--- config.mk ---
export PLATFORM = sky130hd
export DESIGN_NAME = tic_tac_toe_ai_player
export DESIGN_NICKNAME = d
export VERILOG_FILES = /design/src/rtl/tic_tac_toe_ai_player.sv
export SDC_FILE = /design/constraint.sdc
export NUM_CORES = 1
export LEC_CHECK = 0
export BUFFER_PORTS_ARGS = -buffer_cell sky130_fd_sc_hd__buf_2
export CORE_MARGIN = 4
export CORE_UTILIZATION = 25
export DETAILED_ROUTE_END_ITERATION = 16
export HOLD_SLACK_MARGIN = 0.15
export PLACE_DENSITY_LB_ADDON = 0.25
export SYNTH_ARGS = -nofsm -noshare
export SYNTH_HDL_FRONTEND = slang
export SYNTH_SLANG_ARGS = --single-unit
--- constraint.sdc ---
create_clock -name clock -period 4.2 [get_ports clock]
set_input_delay 0.84 -clock clock [delete_from_list [all_inputs] [get_ports clock]]
set_output_delay 0.84 -clock clock [all_outputs]
set_load 0.03 [all_outputs]
--- src/rtl/tic_tac_toe_ai_player.sv ---
// Computer-side tic-tac-toe responder: snapshots the board, scans for a win, then a block,
// then falls back to center > corner > side, and strobes pc with the chosen cell.
module tic_tac_toe_ai_player #(
  parameter int unsigned PC_WIDTH = 1,
  parameter bit          BLOCK_EN = 1'b1
) (
  input  logic        clock,
  input  logic        reset,
  input  logic        start,
  input  logic        game_over,
  input  logic [17:0] board,
  output logic [3:0]  computer_position,
  output logic        pc,
  output logic        busy,
  output logic        no_move
);

  typedef enum logic [2:0] {
    IDLE     = 3'd0,
    SCAN_WIN = 3'd1,
    SCAN_BLK = 3'd2,
    PREF     = 3'd3,
    ISSUE    = 3'd4,
    NOMOVE   = 3'd5
  } state_t;

  state_t      r_state;
  state_t      w_next;
  logic [17:0] r_board;
  logic [2:0]  r_line_idx;
  logic [3:0]  r_pc_cnt;
  logic [3:0]  r_pos;

  logic [11:0] w_line;
  logic [3:0]  w_cell [3];
  logic [1:0]  w_mark;
  logic [1:0]  w_val;
  logic [1:0]  w_n_mark;
  logic [1:0]  w_n_empty;
  logic [3:0]  w_hit_cell;
  logic        w_hit;
  logic [3:0]  w_pref_cell;
  logic        w_pref_ok;
  logic [3:0]  w_cand;

  function automatic logic [1:0] cell_val(input logic [17:0] b, input logic [3:0] c);
    return b[{c, 1'b0} +: 2];
  endfunction

  function automatic logic [11:0] line_cells(input logic [2:0] idx);
    case (idx)
      3'd0:    return {4'd0, 4'd1, 4'd2};
      3'd1:    return {4'd3, 4'd4, 4'd5};
      3'd2:    return {4'd6, 4'd7, 4'd8};
      3'd3:    return {4'd0, 4'd3, 4'd6};
      3'd4:    return {4'd1, 4'd4, 4'd7};
      3'd5:    return {4'd2, 4'd5, 4'd8};
      3'd6:    return {4'd0, 4'd4, 4'd8};
      default: return {4'd2, 4'd4, 4'd6};
    endcase
  endfunction

  // Preference order: center, corners, sides.
  function automatic logic [3:0] pref_order(input int unsigned k);
    case (k)
      0:       return 4'd4;
      1:       return 4'd0;
      2:       return 4'd2;
      3:       return 4'd6;
      4:       return 4'd8;
      5:       return 4'd1;
      6:       return 4'd3;
      7:       return 4'd5;
      default: return 4'd7;
    endcase
  endfunction

  // Line evaluation; a 11 cell matches neither the mark nor empty.
  always_comb begin
    w_line     = line_cells(r_line_idx);
    w_cell[0]  = w_line[11:8];
    w_cell[1]  = w_line[7:4];
    w_cell[2]  = w_line[3:0];
    w_mark     = (r_state == SCAN_BLK) ? 2'b01 : 2'b10;
    w_val      = '0;
    w_n_mark   = '0;
    w_n_empty  = '0;
    w_hit_cell = '0;
    for (int unsigned k = 0; k < 3; k++) begin
      w_val = cell_val(r_board, w_cell[k]);
      if (w_val == w_mark) w_n_mark = w_n_mark + 2'd1;
      if (w_val == 2'b00) begin
        w_n_empty  = w_n_empty + 2'd1;
        w_hit_cell = w_cell[k];
      end
    end
    w_hit = (w_n_mark == 2'd2) && (w_n_empty == 2'd1);
  end

  always_comb begin
    w_pref_ok   = 1'b0;
    w_pref_cell = '0;
    w_cand      = '0;
    for (int unsigned k = 0; k < 9; k++) begin
      w_cand = pref_order(k);
      if (!w_pref_ok && cell_val(r_board, w_cand) == 2'b00) begin
        w_pref_ok   = 1'b1;
        w_pref_cell = w_cand;
      end
    end
  end

  always_ff @(posedge clock or negedge reset) begin
    if (!reset) r_state <= IDLE;
    else        r_state <= w_next;
  end

  always_comb begin
    w_next = r_state;
    case (r_state)
      IDLE:     if (start && !game_over) w_next = SCAN_WIN;
      SCAN_WIN: begin
        if (w_hit)                   w_next = ISSUE;
        else if (r_line_idx == 3'd7) w_next = BLOCK_EN ? SCAN_BLK : PREF;
      end
      SCAN_BLK: begin
        if (w_hit)                   w_next = ISSUE;
        else if (r_line_idx == 3'd7) w_next = PREF;
      end
      PREF:     w_next = w_pref_ok ? ISSUE : NOMOVE;
      ISSUE:    if (r_pc_cnt == 4'(PC_WIDTH - 1)) w_next = IDLE;
      NOMOVE:   w_next = IDLE;
      default:  w_next = IDLE;
    endcase
  end

  always_ff @(posedge clock or negedge reset) begin
    if (!reset) begin
      r_board    <= '0;
      r_line_idx <= '0;
      r_pc_cnt   <= '0;
      r_pos      <= '0;
    end else begin
      case (r_state)
        IDLE: begin
          if (start && !game_over) begin
            r_board    <= board;
            r_line_idx <= '0;
          end
        end
        SCAN_WIN, SCAN_BLK: begin
          if (w_hit) r_pos      <= w_hit_cell;
          else       r_line_idx <= r_line_idx + 3'd1;
        end
        PREF:    if (w_pref_ok) r_pos <= w_pref_cell;
        default: ;
      endcase
      r_pc_cnt <= (r_state == ISSUE) ? r_pc_cnt + 4'd1 : '0;
    end
  end

  // Strobes decode straight from state so reset clears them asynchronously.
  always_comb begin
    computer_position = r_pos;
    pc                = (r_state == ISSUE);
    busy              = (r_state != IDLE);
    no_move           = (r_state == NOMOVE);
  end

endmodule

==> results.cfg, run 1 <==
[grt]
grt_pass1_wl_um = 10480
grt_max_degree = 33
track_usage_pct = 11.37
antenna_found_initial = 0
grt_pass1_vias = 2107
overflow = 0

[placement]
place_area_um2 = 2771
preCtsSetupSlack_ns = 0.09766
place_hpwl_um = 4899
globalplace.congestion = 0.8743
io_buffers = 28

[routing]
viasPerCell = 4.986
num_vias = 2139
wl_um = 6596
top_layer = met4
drtIter0Drc = 141
wl_per_cell_um = 15.38
wl_met2_um = 3137
drc_errors = 0
drt-met1-wl_um = 2943
wl_met3_um = 303
antenna_left = 0
firstDrtPassIters = 5

[yosys]
yosys_warnings = 0
synth_top_area_cell = dfrtp_1
synth-main-ff-cell = dfrtp_1
synth_top_area_share_pct = 32.74
synth_edf_count = 0
synthCells = 257
ys_top_cells_by_area = dfrtp_1 (33%), mux2_2 (9.2%), ha_1 (6.1%), mux2i_1 (5.7%), nor2_1 (3.7%)
ys_ff_latch = 32
seq_area_frac_synth_pct = 32.74
synthArstFlopShare_pct = 100.0
synth_area_um2 = 2446
avgSynthCellArea_um2 = 9.518
ys_types = 59
synth_nets = 291

[die]
die_w_um = 106.9
rows = 35
ioPinCount = 29
die_height_um = 106.9
core_um2 = 9371
start_util_pct = 26.10
die-area_um2 = 11430

[clock_tree]
cts_tree = yes
hold_buffers = 0
insertion_delay_ns = 0.29
cts_max_level = 2
path_clk_slew_ns = 0.08
cts_root_buf = clkbuf_8
cts_made_buffers = 5
cts_sinks = 32
cts_buffer_depth = 2

[run_status]
status = complete, no violations

[min_path]
min_to = computer_position[2]
hold_path_depth = 1
min_from = computer_position[2]
hold_class = flip-flop to flip-flop

[layout]
nNetsFinal = 333
postLayoutCoreUtil_pct = 32.62
multi_input_area_um2 = 1677
regArea_um2 = 802.0
n_fill_cell = 998
final_cell_mix = dfrtp_1 (31), buf_2 (28), nor2_1 (24)
final_area_um2 = 3057
final_common_cell = dfrtp_1
n_antenna_cell = 0
syn_to_final_growth_pct = 24.96
drive_above_1_share_pct = 36.00

[timing]
maxSlewHeadroom_pct = 50.86
post-route-min-period_ns = 4.022
finalHoldViolations = 0
clock_skew_ns = 0.005249
tns_ns = 0
finalSetupViolations = 0
fin_ws_ns = 0.1779
final.period_utilization_pct = 95.76
slew_violations = 0
fmax_mhz = 248.6
worstMarginPinSlew_ns = 0.7372

[setup_path]
timing.rr.start = r_line_idx[0]
r2r-end = r_state[1]
crit_path_end_kind = flip-flop
criticalPathCategory = flip-flop to flip-flop
reg2reg_depth = 17
cp-start-kind = flip-flop
critPathMaxFanout = 6
crit_arrival_ns = 4.20
r2r_slack_ns = 0.18
critPathRequiredTime_ns = 4.38

[flow_run]
cap_violations = 0
-- per-layer routing --
metal | track usage, % | vias up
met5 | 0 | -
met3 | 1.505 | 21
met2 | 17.94 | 72
met4 | 5.571 | 0
li1 | - | 1030
met1 | 15.26 | 1016
-- worst max-delay path, stage by stage (launching register included) --
cell and delay [ns]:
dfrtp_2 0.47, ha_4 0.18, ha_2 0.18, a21o_1 0.21
or2_4 0.30, a221oi_2 0.29, a211oi_1 0.08, a21o_1 0.19
nand3b_1 0.17, o21a_1 0.14, inv_1 0.09, ha_4 0.20
nand2b_1 0.12, nor4b_4 0.23, a21oi_2 0.05, o211a_4 0.28
o41ai_4 0.37, mux2_1 0.35
-- flip-flops by register name, summed over array words and instances (netlist names) --
name               flops
r_board               18
computer_position      4
r_pc_cnt               4
r_line_idx             3
r_state                3
-- metrics by stage --
step	cells	hold WS (ns)
2_1_floorplan	257	0.4547
3_3_place_gp	415	0.4791
3_5_place_dp	415	0.4777
4_1_cts	423	0.4964
5_1_grt	429	0.5108
6_report	429	0.4885
-- timing repair --
action	CTS	global route
hold endpoints to repair	0	0
gates resized for setup	0	30
setup endpoints to repair	0	9
buffers inserted	0	6
-- cell families after synthesis --
| logic type | count (synthesis) | synth area share, % |
|---|---|---|
| and+or+nand+nor | 86 | 18.16 |
| muxes | 41 | 18.41 |
| AOI/OAI and AO/OA | 59 | 18.93 |
| DFF | 32 | 32.74 |
| xor gates and xnor gates | 3 | 1.074 |
| adders and majority gates | 12 | 6.138 |
| buffers and inverters | 24 | 4.552 |
-- cell usage after synthesis (3+ instances only) --
library cell and number:
o2bb2ai_1 3, a21oi_1 8, o22ai_1 4, ha_1 12
mux2i_1 14, dfrtp_1 32, a221oi_1 4, a21o_1 3
and3_1 4, inv_1 14, nand2_1 22, nand2b_1 6
a31oi_1 3, nor2b_1 3, o211ai_1 6, mux2_2 20
mux2_1 5, clkbuf_1 4, nand3_1 5, o21ai_0 5
nor2_1 24, nor4_1 5
-- final cells by class --
type	instances	area share [%]
clock buffer	5	2.251
clock inverter	3	0.7777
sequential	32	26.24
multi-input combinational	201	54.85
inverter	14	1.719
tap	129	5.280
timing repair buffer	45	8.883
-- worst max-delay path by stage --
stage / startpoint / to / slack (ns) / cells after the start
after floorplan: r_line_idx[0] / r_state[1] / 0.36 / 18
after global placement: r_line_idx[0] / r_state[1] / 0.12 / 17
after detailed placement: r_line_idx[0] / r_state[1] / 0.1 / 17
after CTS: r_line_idx[0] / r_state[1] / 0.06 / 17
after global routing: r_line_idx[0] / r_state[1] / -0.001 / 17
final: r_line_idx[0] / r_state[1] / 0.18 / 17
Power of run 1 is left out: the tool's default activity adds up to more than one toggle a clock period on the data nets, which glitch-free logic cannot reach.
==> inputs of run 2 (changes only) <==
==> constraint.sdc (replaced) <==
create_clock -name clock -period 4.86 [get_ports clock]
set_input_delay 0.972 -clock clock [delete_from_list [all_inputs] [get_ports clock]]
set_output_delay 0.972 -clock clock [all_outputs]
set_load 0.03 [all_outputs]
==> run 2 against run 1 <==
Compared with the run above: final cell count shrank 3.7%; via count shrank 2.2%; fmax shrank 6.6%; final area shrank 8.1%; sequential cell count is the same; die area is the same; first-iteration DRC count shrank 21%; critical endpoint unchanged.
==> results.cfg, run 2 (synthesized netlist as in run 1, its figures left out) <==
[run_status]
status = complete, no violations

[clock_tree]
hold_buffers = 0
cts_tree = yes
path_clk_slew_ns = 0.07
cts_max_level = 2
insertion_delay_ns = 0.29
cts_root_buf = clkbuf_8
post_cts_resized = 0
cts_sinks = 32
cts_made_buffers = 5
postCtsSetupBuffers = 0
cts_buffer_depth = 2

[grt]
antenna_found_initial = 0
grt_pass1_wl_um = 10090
overflow = 0
grt_pass1_vias = 1984
grt_max_degree = 33
track_usage_pct = 11.07

[layout]
final_cell_mix = dfrtp_1 (32), buf_2 (28), nor2_1 (24)
syn_to_final_growth_pct = 14.78
n_fill_cell = 1016
nNetsFinal = 317
regArea_um2 = 800.8
largest_register = r_board
largest_reg_flops = 18
n_antenna_cell = 0
multi_input_area_um2 = 1534
drive_above_1_share_pct = 25.35
final_cells = 413
final_common_cell = dfrtp_1

[flow_run]
cap_violations = 0

[setup_path]
crit_arrival_ns = 4.48
criticalPathCategory = flip-flop to flip-flop
startpoint = r_line_idx[0]
critPathMaxFanout = 8
reg2reg_depth = 17
critPathRequiredTime_ns = 5.03
timing.rr.start = r_line_idx[0]
cp-start-kind = flip-flop
crit_path_end_kind = flip-flop

[placement]
globalplace.congestion = 0.8705
io_buffers = 28
dp.cells = 405
place_hpwl_um = 4821

[timing]
finalHoldViolations = 0
final.period_utilization_pct = 88.59
fmax_mhz = 232.3
clock_skew_ns = 0.007007
rsz0062_at_grt = false
slew_violations = 0
finalSetupViolations = 0
worstMarginPinSlew_ns = 0.7648
maxSlewHeadroom_pct = 49.01
post-route-min-period_ns = 4.306
tns_ns = 0

[die]
die-area_um2 = 11430
core_um2 = 9371
start_util_pct = 26.10
rows = 35
die_w_um = 106.9
ioPinCount = 29
die_height_um = 106.9

[routing]
viasPerCell = 5.063
wl_um = 6256
antenna_left = 0
wl_per_cell_um = 15.15
num_vias = 2091
drc_errors = 0
drtIter0Drc = 111
firstDrtPassIters = 4

[min_path]
hold_path_depth = 1
min_from = computer_position[1]
hold_class = flip-flop to flip-flop
## run 2: cell count changes in the layout (fill, tap and decap cells not counted), sizes merged
| cell | delta |
|---|---|
| clkinvlp | -1 |
| buf | -16 |
| bufinv | +1 |
## run 2: worst paths after layout
| path | to | slack, ns |
|---|---|---|
| worst max-delay path | r_state[1] | 0.55 |
| worst min register to register | computer_position[1] | 0.49 |
| worst max register to register | r_state[1] | 0.55 |
| max in group asynchronous | r_board[0] | 3.62 |
| worst min-delay path | computer_position[1] | 0.49 |
| min in group asynchronous | r_line_idx[0] | 0.75 |
## run 2: layer usage
metal  routed length (um)  track usage (%)  up-vias
met5                    0                0        -
met1                 2984            15.03     1011
met4                  192            5.297        0
met2                 2823            17.09       69
li1                     -                -      996
met3                  256            1.806       15
## run 2: critical path, cell delays in order (launching register included)
cell and delay [ns]:
dfrtp_1 0.45, ha_1 0.35, ha_1 0.25, a21o_1 0.13, a2bb2oi_1 0.45, nand2_1 0.10
a311o_1 0.35, o211ai_1 0.17, nand3b_1 0.12, o21a_1 0.14, inv_1 0.06, ha_1 0.23
nand2b_1 0.12, nor4b_2 0.22, a21oi_1 0.08, o211a_4 0.26, o41ai_4 0.34, mux2_1 0.35
## run 2: area by class of cell
class	count	area share, %
Sequential cell	32	28.52
Timing Repair Buffer	29	5.258
Tap cell	129	5.749
Inverter	14	1.872
Clock buffer	5	2.451
Multi-Input combinational cell	201	54.63
Clock inverter	3	1.515
## run 2: per-stage QoR
step	cell area [um2]	hold WS, ns	util [%]	setup WS [ns]
6_report	2808	0.4915	29.96	0.5543
5_1_grt	2808	0.5140	29.96	0.2717
4_1_cts	2808	0.4960	29.96	0.5757
3_5_place_dp	2696	0.4805	28.77	0.6133
3_3_place_gp	2696	0.4763	28.77	0.7264
2_1_floorplan	2446	0.4547	-	1.019
Power of run 2 is left out for the same reason.
